$ cat src/rtl/adc_sample_framer.sv
// ADC sample framer: tick-driven boxcar decimation, word FIFO and byte serializer toward the headstage link.
// Build option ADC_FRAMER_SEQ_TAG_EN prefixes every frame with an 8-bit sequence tag byte.
`timescale 1ns/1ps

module adc_sample_framer #(
  parameter int SAMPLE_DIV = 1000,
  parameter int DECIM_LOG2 = 2,
  parameter int FIFO_DEPTH = 8
) (
  input  logic                          clk,
  input  logic                          rst_n,
  input  logic                          enable,
  input  logic [23:0]                   adc_data,
  output logic [7:0]                    out_byte,
  output logic                          out_valid,
  input  logic                          out_ready,
  output logic                          out_last,
  output logic [$clog2(FIFO_DEPTH):0]   fifo_level,
  output logic                          overflow,
  input  logic                          overflow_clr
);

  // state | meaning
  // IDLE  | no frame in flight, waiting for a FIFO word
  // TAG   | presenting the sequence tag byte (tag build only)
  // B2    | presenting hold[23:16]
  // B1    | presenting hold[15:8]
  // B0    | presenting hold[7:0], out_last high

  localparam int DIV_W = $clog2(SAMPLE_DIV);
  localparam int ACC_W = 24 + DECIM_LOG2;
  localparam int CNT_W = (DECIM_LOG2 > 0) ? DECIM_LOG2 : 1;
  localparam int PTR_W = $clog2(FIFO_DEPTH);
  localparam int LVL_W = $clog2(FIFO_DEPTH) + 1;
  localparam logic [DIV_W-1:0] DIV_LAST = DIV_W'(SAMPLE_DIV - 1);
  localparam logic [CNT_W-1:0] CNT_LAST = CNT_W'((1 << DECIM_LOG2) - 1);
  localparam logic [LVL_W-1:0] LVL_FULL = LVL_W'(FIFO_DEPTH);

`ifdef ADC_FRAMER_SEQ_TAG_EN
  typedef enum logic [2:0] {ST_IDLE, ST_TAG, ST_B2, ST_B1, ST_B0} state_t;
`else
  typedef enum logic [2:0] {ST_IDLE, ST_B2, ST_B1, ST_B0} state_t;
`endif

  logic [DIV_W-1:0]        div_cnt;
  logic                    tick;
  logic signed [ACC_W-1:0] acc_q;
  logic signed [ACC_W-1:0] adc_ext;
  logic signed [ACC_W-1:0] acc_sum;
  logic [CNT_W-1:0]        samp_cnt;
  logic                    last_samp;
  logic                    push_req;
  logic [23:0]             push_word;

  logic [23:0]             mem [FIFO_DEPTH];
  logic [PTR_W-1:0]        wr_ptr;
  logic [PTR_W-1:0]        rd_ptr;
  logic [LVL_W-1:0]        level;
  logic                    fifo_empty;
  logic                    fifo_full;
  logic                    push_ok;
  logic                    pop;
  logic [23:0]             fifo_rdata;

  state_t                  state;
  logic [23:0]             hold;
  logic                    byte_acc;
`ifdef ADC_FRAMER_SEQ_TAG_EN
  logic [7:0]              seq_cnt;
`endif

  // Sample-rate divider; held at zero while stopped so the first tick is a full period after enable.
  always_ff @(posedge clk or negedge rst_n) begin
    if (!rst_n) begin
      div_cnt <= '0;
    end else if (!enable || div_cnt == DIV_LAST) begin
      div_cnt <= '0;
    end else begin
      div_cnt <= div_cnt + 1'b1;
    end
  end

  assign tick      = enable && (div_cnt == DIV_LAST);
  assign last_samp = (samp_cnt == CNT_LAST);
  assign push_req  = tick && last_samp;

  assign adc_ext   = ACC_W'($signed(adc_data));
  assign acc_sum   = acc_q + adc_ext;
  assign push_word = 24'(acc_sum >>> DECIM_LOG2);

  always_ff @(posedge clk or negedge rst_n) begin
    if (!rst_n) begin
      acc_q    <= '0;
      samp_cnt <= '0;
    end else if (!enable || push_req) begin
      acc_q    <= '0;
      samp_cnt <= '0;
    end else if (tick) begin
      acc_q    <= acc_sum;
      samp_cnt <= samp_cnt + 1'b1;
    end
  end

  assign fifo_empty = (level == '0);
  assign fifo_full  = (level == LVL_FULL);
  assign fifo_rdata = mem[rd_ptr];
  assign byte_acc   = out_valid && out_ready;
  // A pop frees a slot in the same cycle, so a push into a full FIFO still lands.
  assign pop        = !fifo_empty && ((state == ST_IDLE) || (state == ST_B0 && byte_acc));
  assign push_ok    = push_req && (!fifo_full || pop);
  assign fifo_level = level;

  always_ff @(posedge clk) begin
    if (push_ok) begin
      mem[wr_ptr] <= push_word;
    end
  end

  always_ff @(posedge clk or negedge rst_n) begin
    if (!rst_n) begin
      wr_ptr <= '0;
      rd_ptr <= '0;
      level  <= '0;
    end else begin
      if (push_ok) wr_ptr <= wr_ptr + 1'b1;
      if (pop)     rd_ptr <= rd_ptr + 1'b1;
      case ({push_ok, pop})
        2'b10:   level <= level + 1'b1;
        2'b01:   level <= level - 1'b1;
        default: level <= level;
      endcase
    end
  end

  always_ff @(posedge clk or negedge rst_n) begin
    if (!rst_n) begin
      overflow <= 1'b0;
    end else if (push_req && fifo_full && !pop) begin
      overflow <= 1'b1;
    end else if (overflow_clr) begin
      overflow <= 1'b0;
    end
  end

  always_ff @(posedge clk or negedge rst_n) begin
    if (!rst_n) begin
      state     <= ST_IDLE;
      hold      <= '0;
      out_byte  <= '0;
      out_valid <= 1'b0;
      out_last  <= 1'b0;
`ifdef ADC_FRAMER_SEQ_TAG_EN
      seq_cnt   <= '0;
`endif
    end else if (pop) begin
      // Entered from IDLE or from an accepted B0, which gives gapless back-to-back frames.
      hold      <= fifo_rdata;
      out_valid <= 1'b1;
      out_last  <= 1'b0;
`ifdef ADC_FRAMER_SEQ_TAG_EN
      state     <= ST_TAG;
      out_byte  <= seq_cnt;
`else
      state     <= ST_B2;
      out_byte  <= fifo_rdata[23:16];
`endif
    end else if (byte_acc) begin
      case (state)
`ifdef ADC_FRAMER_SEQ_TAG_EN
        ST_TAG: begin
          state    <= ST_B2;
          out_byte <= hold[23:16];
          seq_cnt  <= seq_cnt + 1'b1;
        end
`endif
        ST_B2: begin
          state    <= ST_B1;
          out_byte <= hold[15:8];
        end
        ST_B1: begin
          state    <= ST_B0;
          out_byte <= hold[7:0];
          out_last <= 1'b1;
        end
        default: begin
          state     <= ST_IDLE;
          out_byte  <= '0;
          out_valid <= 1'b0;
          out_last  <= 1'b0;
        end
      endcase
    end
  end

endmodule

$ cat config.mk
export PLATFORM = sky130hd
export DESIGN_NAME = adc_sample_framer
export DESIGN_NICKNAME = d
export VERILOG_FILES = /design/src/rtl/adc_sample_framer.sv
export SDC_FILE = /design/constraint.sdc
export NUM_CORES = 1
export LEC_CHECK = 0
export BUFFER_PORTS_ARGS = -buffer_cell sky130_fd_sc_hd__clkbuf_2
export CAP_MARGIN = 0
export CORE_ASPECT_RATIO = 1.75
export CORE_UTILIZATION = 44
export DETAILED_ROUTE_END_ITERATION = 12
export GPL_ROUTABILITY_DRIVEN = 0
export RECOVER_POWER = 100
export SETUP_SLACK_MARGIN = 0.4
export SYNTH_ARGS = -nofsm -noshare
export SYNTH_HDL_FRONTEND = slang
export SYNTH_SLANG_ARGS = --single-unit
$ cat constraint.sdc
create_clock -name clk -period 9.69 [get_ports clk]
set_input_delay 0.4845 -clock clk [delete_from_list [all_inputs] [get_ports clk]]
set_output_delay 0.4845 -clock clk [all_outputs]
set_load 0.05 [all_outputs]
==> reports/qor.yml, run 1 <==
grt_pass1_vias: 7549
ios: 44
p_leak_nw: 4.82
utilization: 0.498
cts_buffer_depth: 3
synth_cells: 777
yosysTopAreaCellShare: 0.488
synth_area_um2: 11800
clock-sinks: 269
path_clk_slew_ns: 0.06
yosys.area.top_type: "edfxtp_1"
synth_edf_count: 192
initial_utilization: 0.446
clk_latency_ns: 0.54
cts_buffers: 26
grt_pass1_wl_um: 41000
arrival_ns: 4.39
grt-ovfl-total: 0
area_growth_syn_to_layout_pct: 11.6
cts-root-buf: "clkbuf_16"
grt_max_degree: 61
final_common_cell: "edfxtp_1"
critPathCaptureType: "asynchronous set/reset pin"
h-tree-depth: 1
critPathLaunchType: "input port"
power.density_nw_per_um2: 173
setup_ws_ns: 4.89
route.detailed.drc: 0
grt_setup_unrepaired: "no"
ys_types: 62
outcome: "finished, violations left"
hold_viol: 0
slew_viol_final: 168
dr.pass1.iters: 4
synth_nets: 841
first_iter_violations: 305
n_antenna_cell: 0
dpl_worst_slack_ns: 6.29
vdd.ir_drop.worst_mv: 0.151
viasPerCell: 5.87
multiInputGateArea_um2: 3940
fin_nets: 896
required_ns: 9.28
wire_per_inst_um: 22.2
final.setup.tns_ns: 0
port_buffers: 43
die_area_um2: 27600
finalCritPeriodShare: 0.495
antenna_found_initial: 0
rows: 79
async_flop_share: 0.286
die_w_um: 126
skew_ns: 0.0179
tightest_slew_ns: 3.44
fillerInstances: 2292
fin_crit_ns: 4.80
drive_above_1_share: 0.157
cts_resized: 0
setup_viol: 0
yosysWarningCount: 0
cap_violations: 5
synth_seq_area_share: 0.650
final_cell_mix: "edfxtp_1 (192), dfrtp_1 (75), nor2_1 (64)"
violations: "capacitance limit, slew limit"
crit_path_max_fanout: 60
seq_area_um2: 7690
num_vias: 6903
whs_ns: 0.143
avgSynthCellArea_um2: 15.2
grt_util_all_layers: 0.198
crit_type: "input port to asynchronous set/reset pin"
fp.dieH_um: 219
ant_nets: 0
min_path_type: "input port to flip-flop"
ys_top_cells_by_area: "edfxtp_1 (49%), dfrtp_1 (16%), mux4_2 (9.1%), ha_1 (3.6%), mux2i_1 (2.3%)"
max_slew_margin: -1.29
ys_seq_elements: 269
p_total_mw: 2.28
core_area_um2: 26500
dpl.hpwl_um: 17700
routed_wl_um: 26100
max_freq_mhz: 208
cts_tree: "yes"
synthFlopType: "edfxtp_1"
==> final cells by class <==
class | instances | area share
clock buffer | 32 | 0.0526
timing repair buffer | 58 | 0.0207
inverter | 12 | 0.00341
multi-input combinational | 465 | 0.299
sequential | 269 | 0.583
tap | 324 | 0.0307
clock inverter | 15 | 0.0107
==> logic make-up after synthesis <==
| logic type | synth area share |
|---|---|
| mux | 0.120 |
| flops | 0.650 |
| buf+inv | 0.0145 |
| simple gates | 0.0650 |
| fa+ha+maj | 0.0377 |
| xor+xnor | 0.0244 |
| compound gates | 0.0880 |
==> report_power, final <==
part / total (mW) / leakage (nW) / switching, mW / internal, mW
Combinational: 0.0560 / 1.63 / 0.0411 / 0.0150
Clock: 0.987 / 0.402 / 0.422 / 0.565
Sequential: 1.24 / 2.79 / 0.00106 / 1.24
Total: 2.28 / 4.82 / 0.464 / 1.82
==> per-stage QoR <==
stage | area (µm²) | std cells
global placement | 12500 | 1127
detailed placement | 12500 | 1127
CTS | 13300 | 1175
finish | 13200 | 1175
floorplan | 11800 | 777
global route | 13200 | 1175
==> what timing repair did <==
item | in CTS | in global routing
buffers inserted | 0 | 0
hold buffers | 1 | 0
hold endpoints to repair | 17 | 0
==> routing by layer <==
metal  part of all wire  vias up  global-route usage
met2               0.54      169               0.368
met3              0.033       66              0.0190
li1                   -     3138                   -
met1               0.38     3530               0.223
met5                  0        -                   0
met4              0.044        0               0.104
==> critical path: stages <==
cell and delay (ns):
dlygate4sd3_1 0.52, clkbuf_1 0.84, clkbuf_1 2.48
==> cells in the mapped netlist (3+ instances only) <==
cell type and n:
xnor2_1 20, ha_1 34, and2_1 4, nand4_1 3, nor2_1 65, a211oi_1 14
nand2_1 40, nor3_1 10, nand3_1 10, buf_1 7, clkbuf_1 18, mux4_2 48
a21oi_1 48, a22o_1 23, dfrtp_1 77, xor2_1 13, a21o_1 6, a22oi_1 8
o21ai_1 5, o21ai_0 16, and3_1 6, buf_2 5, nand2b_1 5, o211ai_1 4
edfxtp_1 192, or3_1 3, inv_1 12, mux2_2 6, nor2b_1 3, mux2i_1 27
==> path summary, 6_finish.rpt <==
kind	from	end	slack (ns)	cells past startpoint
worst max-delay path	rst_n	rd_ptr[1]$_DFFE_PN0N_	4.89	3
worst min register to register	div_cnt[0]$_DFF_PN0_	div_cnt[0]$_DFF_PN0_	0.48	1
max in group clk	div_cnt[0]$_DFF_PN0_	mem[2][22]$_DFFE_PP_	5.01	6
worst max register to register	div_cnt[0]$_DFF_PN0_	mem[2][22]$_DFFE_PP_	5.01	6
min in group asynchronous	rst_n	acc_q[17]$_DFFE_PN0P_	0.70	2
worst min-delay path	overflow_clr	overflow$_DFFE_PN0P_	0.14	2
==> sequential cells by signal, indices dropped and copies added (netlist names), 2 cells and up <==
register / cells
acc_q: 26
fifo_level: 4
state: 2
out_byte: 8
mem: 192
samp_cnt: 2
div_cnt: 10
hold: 16
rd_ptr: 3
wr_ptr: 3
No activity file was read; power rests on OpenSTA's default activity.
==> run 2, diff against run 1 <==
clock period = 4.99 ns   (was 9.69 ns; I/O delays follow)
==> reports/qor.yml, run 2 (synthesized netlist as in run 1, its figures left out) <==
seq_area_um2: 7690  # unchanged
h-tree-depth: 1  # unchanged
cts_tree: "yes"
area_growth_syn_to_layout_pct: 11.1
clk_latency_ns: 0.53  # about the same
die_w_um: 126  # unchanged
cts_setup_buffers: 0  # unchanged
largest-register: "mem"
grt_max_degree: 56  # -8.2%
slew_viol_final: 121  # -28%
max_slew_margin: -0.430  # +0.864
first_iter_violations: 363  # +19%
dp.cells: 1129  # +0.18%
largest_reg_flops: 192  # unchanged
cts_resized: 0  # unchanged
core_area_um2: 26500  # unchanged
critPathCaptureType: "flip-flop"
grt_pass1_vias: 7442  # -1.4%
dr.pass1.iters: 4  # unchanged
grt_util_all_layers: 0.200  # +0.00173
skew_ns: 0.0170  # -0.000867 ns
ctsHoldBuffers: 2  # +1
max_freq_mhz: 268
ios: 44  # unchanged
drive_above_1_share: 0.164  # +0.00607
path_clk_slew_ns: 0.07  # about the same
final_common_cell: "edfxtp_1"
cap_violations: 3  # -2
clock-sinks: 269  # unchanged
crit_path_max_fanout: 55  # -8.3%
instances_no_fill: 1174  # -0.085%
required_ns: 5.40  # -3.88 ns
route.detailed.drc: 0  # unchanged
dpl.hpwl_um: 17800  # +0.82%
final.setup.tns_ns: 0  # unchanged
grt_pass1_wl_um: 41300  # +0.52%
crit_path_cell_trace: "ha_1 > a31oi_1 > nor2_4 > clkbuf_1 > o21ai_0 > mux2_2"
final_cell_mix: "edfxtp_1 (192), dfrtp_1 (75), nor2_1 (62)"
finalCritPeriodShare: 0.749
p_leak_nw: 4.81  # -0.11%
viasPerCell: 5.83  # -0.74%
wire_per_inst_um: 22.3  # +0.23%
cp_slowest_cell: "clkbuf_1"
num_vias: 6846  # -0.83%
arrival_ns: 4.15  # -0.24 ns
cts-root-buf: "clkbuf_16"
cts_buffer_depth: 3  # unchanged
setup_viol: 0  # unchanged
hold_viol: 0  # unchanged
multiInputGateArea_um2: 3950  # +0.13%
fp.dieH_um: 219  # unchanged
routed_wl_um: 26200  # +0.15%
n_antenna_cell: 0  # unchanged
tightest_slew_ns: 2.15  # -1.30 ns
critical_path.top_delay_family: "buffers and inverters"
die_area_um2: 27600  # unchanged
grt_setup_unrepaired: "no"
cts_buffers: 25  # -3.8%
violations: "capacitance limit, slew limit"
fin_nets: 898  # +0.22%
port_buffers: 43  # unchanged
power.density_nw_per_um2: 322  # +86%
initial_utilization: 0.446  # unchanged
fin_crit_ns: 3.74
outcome: "finished, violations left"
largestRegisters: "mem: 192 flops, acc_q: 26 flops, hold: 16 flops"
vdd.ir_drop.worst_mv: 0.221  # +46%
fillerInstances: 2240  # -2.3%
critPathLaunchType: "flip-flop"
ant_nets: 0  # unchanged
cpPeakStageDelay_ns: 1.54  # -0.94 ns
crit_type: "flip-flop to flip-flop"
antenna_found_initial: 0  # unchanged
cp_num_buf_inv: 1  # -2
min_path_type: "input port to flip-flop"
rows: 79  # unchanged
grt-ovfl-total: 0  # unchanged
## run 2: changes by cell type in the layout (fill, tap and decap cells not counted), sizes merged
cell / previous run / this run
clkinvlp: 3 / 1
bufinv: 2 / 0
clkinv: 10 / 12
buf: 4 / 13
clkbuf: 85 / 76
dlygate4sd3: 1 / 2
## run 2: report_power, final
group | leakage, nW | switching [mW] | internal [mW]
Combinational | 1.67 | 0.0811 | 0.0296
Clock | 0.350 | 0.799 | 0.920
Sequential | 2.79 | 0.00200 | 2.40
## run 2: cell type report
cell class	instances	area share
clock buffer	30	0.0491
tap	324	0.0309
timing repair buffer	61	0.0248
inverter	12	0.00343
clock inverter	13	0.00552
multi-input combinational	465	0.301
sequential	269	0.586
## run 2: metrics by stage
step | hold slack [ns] | total power, mW | worst slack, ns | cell area (µm²) | util
after detailed placement | 0.250 | 2.56 | 1.83 | 12500 | 0.471
final | 0.0616 | 4.23 | 1.25 | 13100 | 0.496
after global routing | 0.0641 | 4.37 | 0.958 | 13100 | 0.496
after global placement | 0.250 | 2.56 | 1.95 | 12500 | 0.471
after CTS | 0.0329 | 4.28 | 1.80 | 13200 | 0.499
after floorplan | -0.0461 | 2.50 | 1.24 | 11800 | -
## run 2: path summary, 6_finish.rpt
check / start / cells after the start / slack [ns] / to
setup / recovery: state[0]$_DFFE_PN0P_ / 6 / 1.25 / fifo_level[1]$_DFFE_PN0P_
hold / removal: enable / 2 / 0.06 / acc_q[3]$_DFFE_PN0P_
setup reg to reg: state[0]$_DFFE_PN0P_ / 6 / 1.25 / fifo_level[1]$_DFFE_PN0P_
hold reg to reg: div_cnt[0]$_DFF_PN0_ / 1 / 0.49 / div_cnt[0]$_DFF_PN0_
max in group asynchronous: rst_n / 3 / 2.06 / rd_ptr[1]$_DFFE_PN0N_
min in group asynchronous: rst_n / 2 / 0.86 / acc_q[23]$_DFFE_PN0P_
## run 2: metal layers
| layer | share of wire | track usage | vias up |
|---|---|---|---|
| met5 | 0 | 0 | - |
| li1 | - | - | 3135 |
| met3 | 0.035 | 0.0195 | 64 |
| met4 | 0.042 | 0.101 | 0 |
| met2 | 0.54 | 0.366 | 187 |
| met1 | 0.38 | 0.231 | 3460 |
## run 2: worst register-to-register path, stage by stage, from the launching register on
cell	delay [ns]
dfrtp_1	0.41
ha_1	0.18
a31oi_1	0.24
nor2_4	0.18
clkbuf_1	1.54
o21ai_0	0.64
mux2_2	0.42
==> run 3, diff against run 2 <==
clock period = 3.9 ns   (was 4.99 ns; I/O delays follow)
==> reports/qor.yml, run 3 (synthesized netlist as in run 1, its figures left out) <==
p_total_mw: 5.83  # +38%
grt_max_degree: 51  # -8.9%
h-tree-depth: 1  # unchanged
seq_area_um2: 7690  # unchanged
crit_path_max_fanout: 8  # -85%
met2RoutedLength_um: 13100  # -8.0%
fin_crit_ns: 3.44  # -0.301 ns
critPathLaunchType: "flip-flop"
setup_viol: 0  # unchanged
final_cell_mix: "edfxtp_1 (192), dfrtp_1 (75), nor2_1 (59)"
clk_latency_ns: 0.53  # about the same
hold_viol: 0  # unchanged
crit_type: "flip-flop to flip-flop"
max_freq_mhz: 291  # +8.8%
required_ns: 4.17  # -1.23 ns
whs_ns: 0.0140  # -0.0476 ns
antenna_found_initial: 0  # unchanged
wl_met1_um: 9860  # -0.79%
vdd.ir_drop.worst_mv: 0.300  # +36%
final.setup.tns_ns: 0  # unchanged
grt_setup_unrepaired: "yes"
num_vias: 6751  # -1.4%
min_path_type: "input port to flip-flop"
power.density_nw_per_um2: 437  # +36%
arrival_ns: 3.71  # -0.44 ns
max_slew_margin: -0.963  # -0.533
rows: 79  # unchanged
fin_nets: 896  # -0.22%
grt_util_all_layers: 0.186  # -0.0132
cts_tree: "yes"
fillerInstances: 2229  # -0.49%
fp.dieH_um: 219  # unchanged
largestRegisters: "mem: 192 flops, acc_q: 26 flops, hold: 16 flops"
largest-register: "mem"
largest_reg_flops: 192  # unchanged
cts_buffers: 25  # unchanged
initial_utilization: 0.446  # unchanged
dpl_worst_slack_ns: 0.561  # -1.27 ns
ios: 44  # unchanged
cts_setup_buffers: 0  # unchanged
drive_above_1_share: 0.181  # +0.0174
critPathCaptureType: "flip-flop"
cap_violations: 1  # -2
dr.pass1.iters: 4  # unchanged
grt_pass1_vias: 7163  # -3.7%
wl_met3_um: 903  # -2.7%
n_antenna_cell: 0  # unchanged
routed_wl_um: 24700  # -5.6%
multiInputGateArea_um2: 3980  # +0.86%
route.detailed.drc: 0  # unchanged
port_buffers: 43  # unchanged
top_layer_used: "met4"
wire_per_inst_um: 21.0  # -5.7%
core_area_um2: 26500  # unchanged
clock-sinks: 269  # unchanged
skew_ns: 0.0170  # -0.0000204 ns
grt-ovfl-total: 0  # unchanged
violations: "capacitance limit, slew limit"
ant_nets: 0  # unchanged
tightest_slew_ns: 2.95  # +0.800 ns
outcome: "finished, violations left"
cts_buffer_depth: 3  # unchanged
path_clk_slew_ns: 0.07  # about the same
cts-root-buf: "clkbuf_16"
p_leak_nw: 4.88  # +1.5%
area_growth_syn_to_layout_pct: 12.7
die_area_um2: 27600  # unchanged
final_common_cell: "edfxtp_1"
slew_viol_final: 49  # -60%
dpl.hpwl_um: 17200  # -3.5%
viasPerCell: 5.75  # -1.5%
setup_ws_ns: 0.464  # -0.789 ns
first_iter_violations: 484  # +33%
die_w_um: 126  # unchanged
utilization: 0.503  # +0.00718
grt_pass1_wl_um: 39300  # -4.8%
finalCritPeriodShare: 0.881  # +0.132
## run 3: cell types whose count changed in the layout (fill, tap and decap cells not counted), moves of 4 or more
cell | previous run | this run
buf_4 | 13 | 5
clkbuf_1 | 23 | 19
bufinv_16 | 0 | 5
clkbuf_2 | 28 | 34
clkinv_1 | 5 | 1
## run 3: timing repair
action / 4_1_cts / 5_1_grt
setup endpoints to repair: 0 / 46
hold buffers: 2 / 0
endpoints found under the hold margin: 48 / 0
resized for setup: 0 / 4
## run 3: per-stage QoR
step	cells	area, µm²
floorplan	777	11800
global placement	1127	12500
detailed placement	1127	12500
CTS	1175	13400
global route	1175	13300
finish	1175	13300
## run 3: where the power goes
group	switching [mW]	internal [mW]	total [mW]
clock	1.07	1.54	2.62
sequential	0.00262	3.07	3.07
combinational	0.102	0.0389	0.141
## run 3: metal layers
layer	global-route usage	vias up
li1	-	3137
met1	0.224	3435
met2	0.337	137
met3	0.0205	42
met4	0.0803	0
met5	0	-
## run 3: area by class of cell
type,count,share of cell area
Clock inverter,18,0.0180
Inverter,12,0.00338
Tap cell,324,0.0304
Timing Repair Buffer,59,0.0234
Multi-Input combinational cell,465,0.299
Sequential cell,269,0.577
Clock buffer,28,0.0485
## run 3: path summary, 6_finish.rpt
kind / slack [ns] / from / depth (start not counted) / endpoint
min in group asynchronous: 1.15 / rst_n / 2 / acc_q[23]$_DFFE_PN0P_
min: 0.01 / out_ready / 4 / out_valid$_DFFE_PN0P_
max reg2reg: 0.46 / acc_q[0]$_DFFE_PN0P_ / 9 / mem[5][20]$_DFFE_PP_
min reg2reg: 0.49 / div_cnt[0]$_DFF_PN0_ / 1 / div_cnt[0]$_DFF_PN0_
max: 0.46 / acc_q[0]$_DFFE_PN0P_ / 9 / mem[5][20]$_DFFE_PP_
max in group asynchronous: 0.82 / rst_n / 2 / rd_ptr[0]$_DFFE_PN0N_
## run 3: critical path: stages (launching register included)
cell and delay (ns):
dfrtp_1 0.38, ha_1 0.22, fa_1 0.43, a211oi_1 0.31
o211ai_1 0.16, nand3_1 0.20, a2bb2oi_1 0.35, o21ai_0 0.36
mux2_2 0.39, nor2_1 0.40
